## config.mk

```make
export PLATFORM = sky130hd
export DESIGN_NAME = pwm_fade_sched_flat
export DESIGN_NICKNAME = d
export VERILOG_FILES = /design/src/rtl/pwm_pkg.sv /design/src/rtl/pwm_fade_sched_if.sv /design/src/rtl/pwm_step_sat.sv /design/src/rtl/pwm_fade_sched.sv /design/src/flat_wrapper.sv
export SDC_FILE = /design/constraint.sdc
export NUM_CORES = 1
export LEC_CHECK = 0
export BUFFER_PORTS_ARGS = -buffer_cell sky130_fd_sc_hd__buf_2
export CAP_MARGIN = 20
export CORE_ASPECT_RATIO = 2
export CORE_MARGIN = 2
export CORE_UTILIZATION = 36
export DETAILED_ROUTE_END_ITERATION = 7
export PLACE_DENSITY_LB_ADDON = 0.05
export SYNTH_ARGS = -nofsm -noshare
export SYNTH_HDL_FRONTEND = slang
export SYNTH_HIERARCHICAL = 1
export SYNTH_SLANG_ARGS = --single-unit
```

## constraint.sdc

```tcl
create_clock -name clk50 -period 10.8 [get_ports clk50]
set_input_delay 2.16 -clock clk50 [delete_from_list [all_inputs] [get_ports clk50]]
set_output_delay 2.16 -clock clk50 [all_outputs]
set_load 0.005 [all_outputs]
```

## src/rtl/pwm_pkg.sv

```systemverilog
// Shared types and constants for the PWM fade scheduler.
package pwm_pkg;
  localparam int DEF_DUTY_BITS = 19;

  typedef logic [DEF_DUTY_BITS-1:0] duty_t;

  localparam duty_t DUTY_MAX = '1;

  typedef enum logic {IDLE, UPDATE} sched_state_t;
endpackage

```

## src/rtl/pwm_fade_sched_if.sv

```systemverilog
// Command port of the fade scheduler: one valid/ready transfer sets a channel's target and step.
interface pwm_fade_sched_if #(
  parameter int CHANNELS  = 4,
  parameter int DUTY_BITS = 19
);
  localparam int CW = $clog2(CHANNELS);

  logic                 cmd_valid;
  logic                 cmd_ready;
  logic [CW-1:0]        cmd_ch;
  logic [DUTY_BITS-1:0] cmd_target;
  logic [DUTY_BITS-1:0] cmd_step;

  modport master (output cmd_valid, cmd_ch, cmd_target, cmd_step, input cmd_ready);
  modport slave  (input cmd_valid, cmd_ch, cmd_target, cmd_step, output cmd_ready);
endinterface

```

## src/rtl/pwm_step_sat.sv

```systemverilog
// Saturating one-step move of a duty value toward its target (combinational).
module pwm_step_sat #(
  parameter int W = 19
) (
  input  logic [W-1:0] cur,
  input  logic [W-1:0] tgt,
  input  logic [W-1:0] step,
  output logic [W-1:0] nxt,
  output logic         reached
);
  logic [W:0] sum, diff;

  // One extra bit catches carry out of the add and borrow out of the subtract.
  always_comb begin
    sum  = {1'b0, cur} + {1'b0, step};
    diff = {1'b0, cur} - {1'b0, step};
    nxt  = cur;
    if (cur < tgt) begin
      nxt = (sum >= {1'b0, tgt}) ? tgt : sum[W-1:0];
    end else if (cur > tgt) begin
      nxt = (diff[W] || (diff[W-1:0] <= tgt)) ? tgt : diff[W-1:0];
    end
    reached = (cur != tgt) && (nxt == tgt);
  end
endmodule

```

## src/rtl/pwm_fade_sched.sv

```systemverilog
// Multi-channel fade scheduler: per prescaler tick, one scan walks all channels through a shared step engine.
module pwm_fade_sched
  import pwm_pkg::*;
#(
  parameter int CHANNELS      = 4,
  parameter int DUTY_BITS     = 19,
  parameter int PRESCALE_BITS = 16
) (
  input  logic                                clk50,
  input  logic                                rst,
  pwm_fade_sched_if.slave                     cmd,
  output logic [CHANNELS-1:0][DUTY_BITS-1:0]  duty,
  output logic [CHANNELS-1:0]                 busy,
  output logic [CHANNELS-1:0]                 done
);
  localparam int CW = $clog2(CHANNELS);

  logic [PRESCALE_BITS-1:0]            presc_q, presc_d;
  sched_state_t                        state_q, state_d;
  logic [CW-1:0]                       idx_q, idx_d;
  logic [CHANNELS-1:0][DUTY_BITS-1:0]  duty_q, duty_d;
  logic [CHANNELS-1:0][DUTY_BITS-1:0]  tgt_q, tgt_d;
  logic [CHANNELS-1:0][DUTY_BITS-1:0]  step_q, step_d;
  logic [CHANNELS-1:0]                 busy_q, busy_d;
  logic [CHANNELS-1:0]                 done_q, done_d;

  logic                 tick;
  logic [DUTY_BITS-1:0] eng_nxt;
  logic                 eng_reached;

  assign tick          = &presc_q;
  assign cmd.cmd_ready = (state_q == IDLE);
  assign duty          = duty_q;
  assign busy          = busy_q;
  assign done          = done_q;

  pwm_step_sat #(.W(DUTY_BITS)) u_step (
    .cur     (duty_q[idx_q]),
    .tgt     (tgt_q[idx_q]),
    .step    (step_q[idx_q]),
    .nxt     (eng_nxt),
    .reached (eng_reached)
  );

  // Next-state: command intake while idle, one channel stepped per cycle while scanning.
  always_comb begin
    presc_d = presc_q + PRESCALE_BITS'(1);
    state_d = state_q;
    idx_d   = idx_q;
    duty_d  = duty_q;
    tgt_d   = tgt_q;
    step_d  = step_q;
    busy_d  = busy_q;
    done_d  = '0;
    unique case (state_q)
      IDLE: begin
        if (cmd.cmd_valid) begin
          tgt_d[cmd.cmd_ch]  = cmd.cmd_target;
          step_d[cmd.cmd_ch] = cmd.cmd_step;
          if (cmd.cmd_step == '0) begin
            // Zero step is an immediate jump; it never shows as busy.
            duty_d[cmd.cmd_ch] = cmd.cmd_target;
            busy_d[cmd.cmd_ch] = 1'b0;
            done_d[cmd.cmd_ch] = (cmd.cmd_target != duty_q[cmd.cmd_ch]);
          end else begin
            busy_d[cmd.cmd_ch] = (cmd.cmd_target != duty_q[cmd.cmd_ch]);
          end
        end
        // A command on the tick edge lands first; the scan then sees the new target.
        if (tick) begin
          state_d = UPDATE;
          idx_d   = '0;
        end
      end
      UPDATE: begin
        duty_d[idx_q] = eng_nxt;
        if (eng_reached) begin
          busy_d[idx_q] = 1'b0;
          done_d[idx_q] = 1'b1;
        end
        idx_d = idx_q + CW'(1);
        if (idx_q == CW'(CHANNELS-1)) state_d = IDLE;
      end
      default: state_d = IDLE;
    endcase
  end

  // State registers; reset abandons any ramp in flight.
  always_ff @(posedge clk50 or posedge rst) begin
    if (rst) begin
      presc_q <= '0;
      state_q <= IDLE;
      idx_q   <= '0;
      duty_q  <= '0;
      tgt_q   <= '0;
      step_q  <= '0;
      busy_q  <= '0;
      done_q  <= '0;
    end else begin
      presc_q <= presc_d;
      state_q <= state_d;
      idx_q   <= idx_d;
      duty_q  <= duty_d;
      tgt_q   <= tgt_d;
      step_q  <= step_d;
      busy_q  <= busy_d;
      done_q  <= done_d;
    end
  end
endmodule

```

## src/flat_wrapper.sv

```systemverilog
// flat-port wrapper written by rule: the top's interface ports become plain ports
module pwm_fade_sched_flat import pwm_pkg::*;
#(
  parameter int CHANNELS      = 4,
  parameter int DUTY_BITS     = 19,
  parameter int PRESCALE_BITS = 16
)
  (clk50, rst, duty, busy, done, cmd_cmd_valid, cmd_cmd_ch, cmd_cmd_target, cmd_cmd_step, cmd_cmd_ready);
  pwm_fade_sched_if #(.CHANNELS(CHANNELS), .DUTY_BITS(DUTY_BITS)) cmd_i ();
  input  logic clk50;
  input  logic rst;
  output logic [CHANNELS-1:0][DUTY_BITS-1:0] duty;
  output logic [CHANNELS-1:0] busy;
  output logic [CHANNELS-1:0] done;
  input wire logic [$bits(cmd_i.cmd_valid)-1:0] cmd_cmd_valid;
  input wire logic [$bits(cmd_i.cmd_ch)-1:0] cmd_cmd_ch;
  input wire logic [$bits(cmd_i.cmd_target)-1:0] cmd_cmd_target;
  input wire logic [$bits(cmd_i.cmd_step)-1:0] cmd_cmd_step;
  output wire logic [$bits(cmd_i.cmd_ready)-1:0] cmd_cmd_ready;
  assign cmd_i.cmd_valid = cmd_cmd_valid;
  assign cmd_i.cmd_ch = cmd_cmd_ch;
  assign cmd_i.cmd_target = cmd_cmd_target;
  assign cmd_i.cmd_step = cmd_cmd_step;
  assign cmd_cmd_ready = cmd_i.cmd_ready;
  pwm_fade_sched #(.CHANNELS(CHANNELS), .DUTY_BITS(DUTY_BITS), .PRESCALE_BITS(PRESCALE_BITS)) u_core (.clk50(clk50), .rst(rst), .cmd(cmd_i), .duty(duty), .busy(busy), .done(done));
endmodule
```

Word-level counts from Yosys, hierarchy flattened
Cells that the tools add are included.

cells by class
  bitwise operators = 6
  shift operators = 0
  multipliers = 0
  mux-type cells = 41
  add/subtract/negate cells = 4
  reductions and logical operators = 9
  magnitude comparators = 8
  div/mod/pow operators = 0
  equal/unequal tests = 8

operators by type and width
  operator                                                                       number
  76-bit bitwise mux                                                             4
  19-bit two-way mux                                                             10
  19-bit binary-select mux with 2-bit select                                     4
  76-bit two-way mux                                                             2
  76-bit case mux with 2 select lines                                            1
  19-bit demux with 2-bit select                                                 2
  19-bit inequality test                                                         2
  4-bit two-way mux                                                              6
  19-bit by 19-bit adder with 20-bit output                                      1
  20-bit by 19-bit greater-or-equal comparator with 1-bit output                 1
  19-bit by 19-bit subtractor with 20-bit output                                 1
  19-bit == test                                                                 1
  19-bit greater-than comparator                                                 1
  19-bit <= comparator                                                           1
  19-bit logical NOT                                                             1
  19-bit less-than comparator                                                    1
  16-bit by 1-bit adder with 16-bit output (second input constant)               1
  4-bit case mux with 2 select lines                                             2
  16-bit AND reduction                                                           1
  4-bit AND                                                                      3
  4-bit inverter                                                                 2
  2-bit by 3-bit less-than comparator with 1-bit output (second input constant)  2
  2-bit AND reduction                                                            3
  4-bit bitwise mux                                                              1
  other kinds (13)                                                               22

word-level totals
  RAM bits = 0
  memories kept = 0
  bits in latches = 0
  output and inout port bits = 85
  bits in read-only memories = 0
  word-level logic and storage cells = 93
  input port bits = 43
  register bits = 255

Depth between registers and ports, before layout
  depth after elaboration = 12
  mapped depth = 31
  gate-level depth less buffers = 27

Hierarchy
Netlist, hierarchy kept.

modules (own cells, without submodules)
  module          area each (um^2)  seq. area each (um^2)  cells each  times used
  pwm_fade_sched  12,375.6          6,381.1                926         1
  pwm_step_sat    4,717.0           0.0                    654         1

Worst setup path after synthesis
OpenSTA, ideal clock, no wires.

  kind = flip-flop to flip-flop
  from = register u_core.idx_q[0]
  to = register u_core.busy_q[0], in the netlist u_core/busy[0]
  clock period less this slack = 6,652 ps
  slack = 4,148 ps
  buffers on the path = 3
  cell stages (with the launch flop) = 30
  arrival time = 6,524 ps
  data required time = 10,672 ps
  library setup time = 128 ps
  cell sequence = dfrtp_1 clkbuf_1 buf_1 mux4_2 ha_1 fa_1 nand2b_1 a211oi_1 nor2_1 o311ai_1 nand2_1 o2111ai_1 a21oi_1 xnor2_2 ha_1 and4_1 nand2_1 a311o_1 o22ai_1 nand2b_1 buf_4 mux2_1 o211ai_1 and3_1 a2111oi_2 nand4_1 nor4_2 mux2i_1 o21ai_0 o31ai_1

between the ends
  longest elaborated chain between the ends = 12
  elaborated cells between the ends (all ways) = 31
  those cells by class = add/sub (2); order compare (6); eq/ne (3); mux (14); bitwise (2); reduce/logical (4)

RTL lines
  item                                                                  RTL line                                    source
  start, declared                                                       pwm_fade_sched.sv:20                        logic [CW-1:0] idx_q, idx_d;
  start signal, assigned                                                pwm_fade_sched.sv:102                       idx_q <= idx_d;
  19-bit binary-select mux with 2-bit select, on equally long branches  pwm_fade_sched.sv:38, pwm_fade_sched.sv:40
  19-bit two-way mux, on equally long branches                          pwm_fade_sched.sv:38, pwm_fade_sched.sv:40
  19-bit by 19-bit subtractor with 20-bit output                        pwm_step_sat.sv:16                          diff = {1'b0, cur} - {1'b0, step};
  19-bit <= comparator                                                  pwm_step_sat.sv:21                          nxt = (diff[W] || (diff[W-1:0] <= tgt)) ? tgt : diff[W-1:0];
  1-bit logical OR                                                      pwm_step_sat.sv:21
  19-bit two-way mux                                                    pwm_step_sat.sv:21
  19-bit two-way mux                                                    pwm_step_sat.sv:20                          end else if (cur > tgt) begin
  19-bit two-way mux                                                    pwm_step_sat.sv:18                          if (cur < tgt) begin
  19-bit == test                                                        pwm_step_sat.sv:23                          reached = (cur != tgt) && (nxt == tgt);
  1-bit logical AND *                                                   pwm_step_sat.sv:23
  via u_core.eng_reached                                                pwm_fade_sched.sv:29                        logic eng_reached;
  2-bit inequality test (no line) *                                     --
  2-bit AND reduction (no line) *                                       --
  end signal, assigned                                                  pwm_fade_sched.sv:106                       busy_q <= busy_d;
  end, declared                                                         pwm_fade_sched.sv:24                        logic [CHANNELS-1:0] busy_q, busy_d;

Mark *: on every way through the listed nets, which the timed path passes. The rest lies on a longest branch. The select of a mux whose other input is x is not followed.
A chain may end at the register's enable or synchronous reset.

Final worst setup path
  from = register u_core.idx_q[0]
  to = register u_core.busy_q[2], in the netlist u_core/busy[2]

Same word-level chain as after synthesis.

==> run metrics <==
status=completed; Tightest Pin Transition=between 900 and 1000 ps; initial antenna violation count=1; pwr dens=156 mW/mm^2; CP endpoint kind=flip-flop; Overall Global Routing Usage=24.9%; Final Util=41.0%; CTS root buffer=clkbuf_16; CTS Hold Bufs=0; most frequent cells in the layout=253 x dfrtp_1, 155 x mux2_2, 129 x nand2_1; Leak=approximately 8.5 nW; Iter 0 DRT Violations=just over 800; CTS Sinks=about 260; Async SR Flop Fraction=between 90% and 100%; chip width=158 um; Area Overhead vs Synth=13.2%; CTS tree=yes; Row Count=between 100 and 150; Achievable Freq=roughly 120 MHz; Final GP Congestion=around 0.88; Post-Route Setup TNS=0 ps; clock latency at the later pin of the worst-skew pair=a little under 600 ps; core region area=about 0.047 mm^2; Final ANT Viol Nets=0; register bit total from synthesis=255; most common cell after layout, fill and taps aside=dfrtp_1; post-synthesis cell count=1580; Critical Path RT=around 11000 ps; VDD IR max=0.000112 V; DIE AREA=roughly 0.049 mm^2; Syn Area/Cell=10.8 um^2; CTS max path bufs=3; gr busiest metal=met2; share of post-route cells with drive strength above 1=about 28%; synth unique cells=81; vias in the first global route=13701; EDFF count, synth=0; Slew HR=a little over a third; WP data arrival=8790 ps; sequential area share after synthesis=37.3%; DRC=0; DR vias/cell=around 5.8; class of the worst hold path=reg -> reg; setup bufs post-CTS=0; post_cts resized=0; Clock Skew=20.1 ps; global route overflow=0; CP startpoint kind=flip-flop; GR Util met1=approximately a third; Port Buffer Count=about 130; first-pass GRT wire length=between 90 and 100 mm; crit path kind=reg -> reg; CTS buffer count=27; RSZ-0062 raised after global routing=no; worst-path maximum fanout=24; fin. max-slew vios=0; period utilisation layout=a little under 80%; Max Cap Violations=0; starting density of the core=between 30% and 40%; met2 usage=41.2%; Syn Nets=between 1500 and 2000; DIE HEIGHT=312 um; ys flop type=dfrtp_1; Layout Nets=between 1500 and 2000; met3 usage=between 3 and 4%; Routed WL=between 60 and 70 mm; total number of yosys warnings=6; via count=between 10000 and 15000; H-tree depth=1; I/O pin count=between 100 and 150; first-pass iteration count of the detailed router=7; largest net degree at the start of global routing=between 100 and 150; Post-Syn Area=~0.017 mm^2; WL/cell=between 20 and 30 um; clock-pin slew of the registers on the worst-case setup and hold paths=60 ps; Final min period=between 8000 and 9000 ps; half-perimeter wire length after placement=43.8 mm; Setup violations, final=0; final hold vios=0
area by class of cell:
cell class / instances / area [um^2]
fillers: 4653 / 27900
multi-input cells: 1141 / 9980
flip-flops and latches: 255 / 6390
repair buffers: 156 / 933
well taps: 632 / 791
clock buffers: 32 / 734
clock inverters: 16 / 283
inverters: 63 / 244
diodes: 1 / 2.50
flip-flops by register name (all words and copies together) (netlist names):
signal,flops
u_core/state_q,1
u_core/busy,4
u_core/step_q,76
u_core/duty,76
u_core/done,4
u_core/tgt_q,76
u_core/presc_q,16
u_core/idx_q,2
cell usage after synthesis, drive strengths merged, types with 10 or more instances:
library cell  number  area, um^2
a221o             24         240
a21oi             53         273
a211oi            10        85.1
o211ai            18         135
xor2              20         175
a22oi             33         248
buf               56         312
nor4              10        68.8
nor3              13        70.1
mux4              76        1750
dfrtp            255        6380
o31ai             10        80.1
clkbuf            65         251
mux2             156        1760
a2bb2oi           20         175
o21ai            109         561
ha               100        1250
and3              11        68.8
nand2b            13        81.3
and2              10        62.6
nand4             19         119
nor2              75         282
a21o              12        90.1
nand2            133         499
mux2i             32         320
inv               63         236
xnor2             73         654
nand3             20         100
cell families after synthesis:
logic type | synth area share [%]
compound gates | 13.9
simple gates | 9.30
mux | 22.4
flops | 37.3
buf+inv | 4.68
fa+ha+maj | 7.55
xor+xnor | 4.85
through the flow:
| stage | setup slack (ps) | power [mW] | instances | instance area, um^2 | hold WS, ps |
|---|---|---|---|---|---|
| after floorplan | 1630 | 1.69 | 1580 | 17100 | 436 |
| after global placement | 2700 | 1.93 | 2243 | 18200 | 457 |
| after detailed placement | 2540 | 1.95 | 2243 | 18200 | 461 |
| after CTS | 2490 | 3.04 | 2291 | 19300 | 474 |
| after global routing | 1930 | 3.17 | 2295 | 19400 | 502 |
| final | 2440 | 3.01 | 2296 | 19400 | 467 |
worst paths after layout:
kind	start	end	slack [ps]	cells after the start
min in group asynchronous	rst	u_core/duty[32]	1770	2
min	u_core/presc_q[4]	u_core/presc_q[4]	470	1
max in group asynchronous	rst	u_core/step_q[43]	7630	3
max	u_core/idx_q[0]	u_core/busy[2]	2440	27
min reg2reg	u_core/presc_q[4]	u_core/presc_q[4]	470	1
max reg2reg	u_core/idx_q[0]	u_core/busy[2]	2440	27
critical path, stage by stage (launching register included):
cell and delay [ps]:
dfrtp_4 770, buf_4 410, mux4_2 580, ha_1 230, fa_1 470, nand2b_1 180, a211oi_1 410, nor2_1 180
o311ai_1 500, nand2_1 160, o2111ai_1 230, a21oi_1 130, xnor2_2 190, ha_1 320, and4_1 230, nand2_1 70
a311o_1 280, o22ai_1 220, nand2b_1 400, mux2_1 340, o211ai_1 90, and3_1 230, a2111oi_2 340, nand4_1 150
nor4_2 460, mux2i_1 260, o21ai_0 240, o31ai_1 100
power breakdown:
part | internal, mW | switching, mW
Sequential | 1.07 | 0.0546
Clock | 0.655 | 0.419
Combinational | 0.328 | 0.492
Total | 2.05 | 0.965
metal layers:
metal  vias up  share of wire (%)
li1       5963                  -
met1      6766                 41
met2       455                 49
met3       109                5.0
met4         2                5.4
met5         -              0.021
No activity file was read; power rests on OpenSTA's default activity.
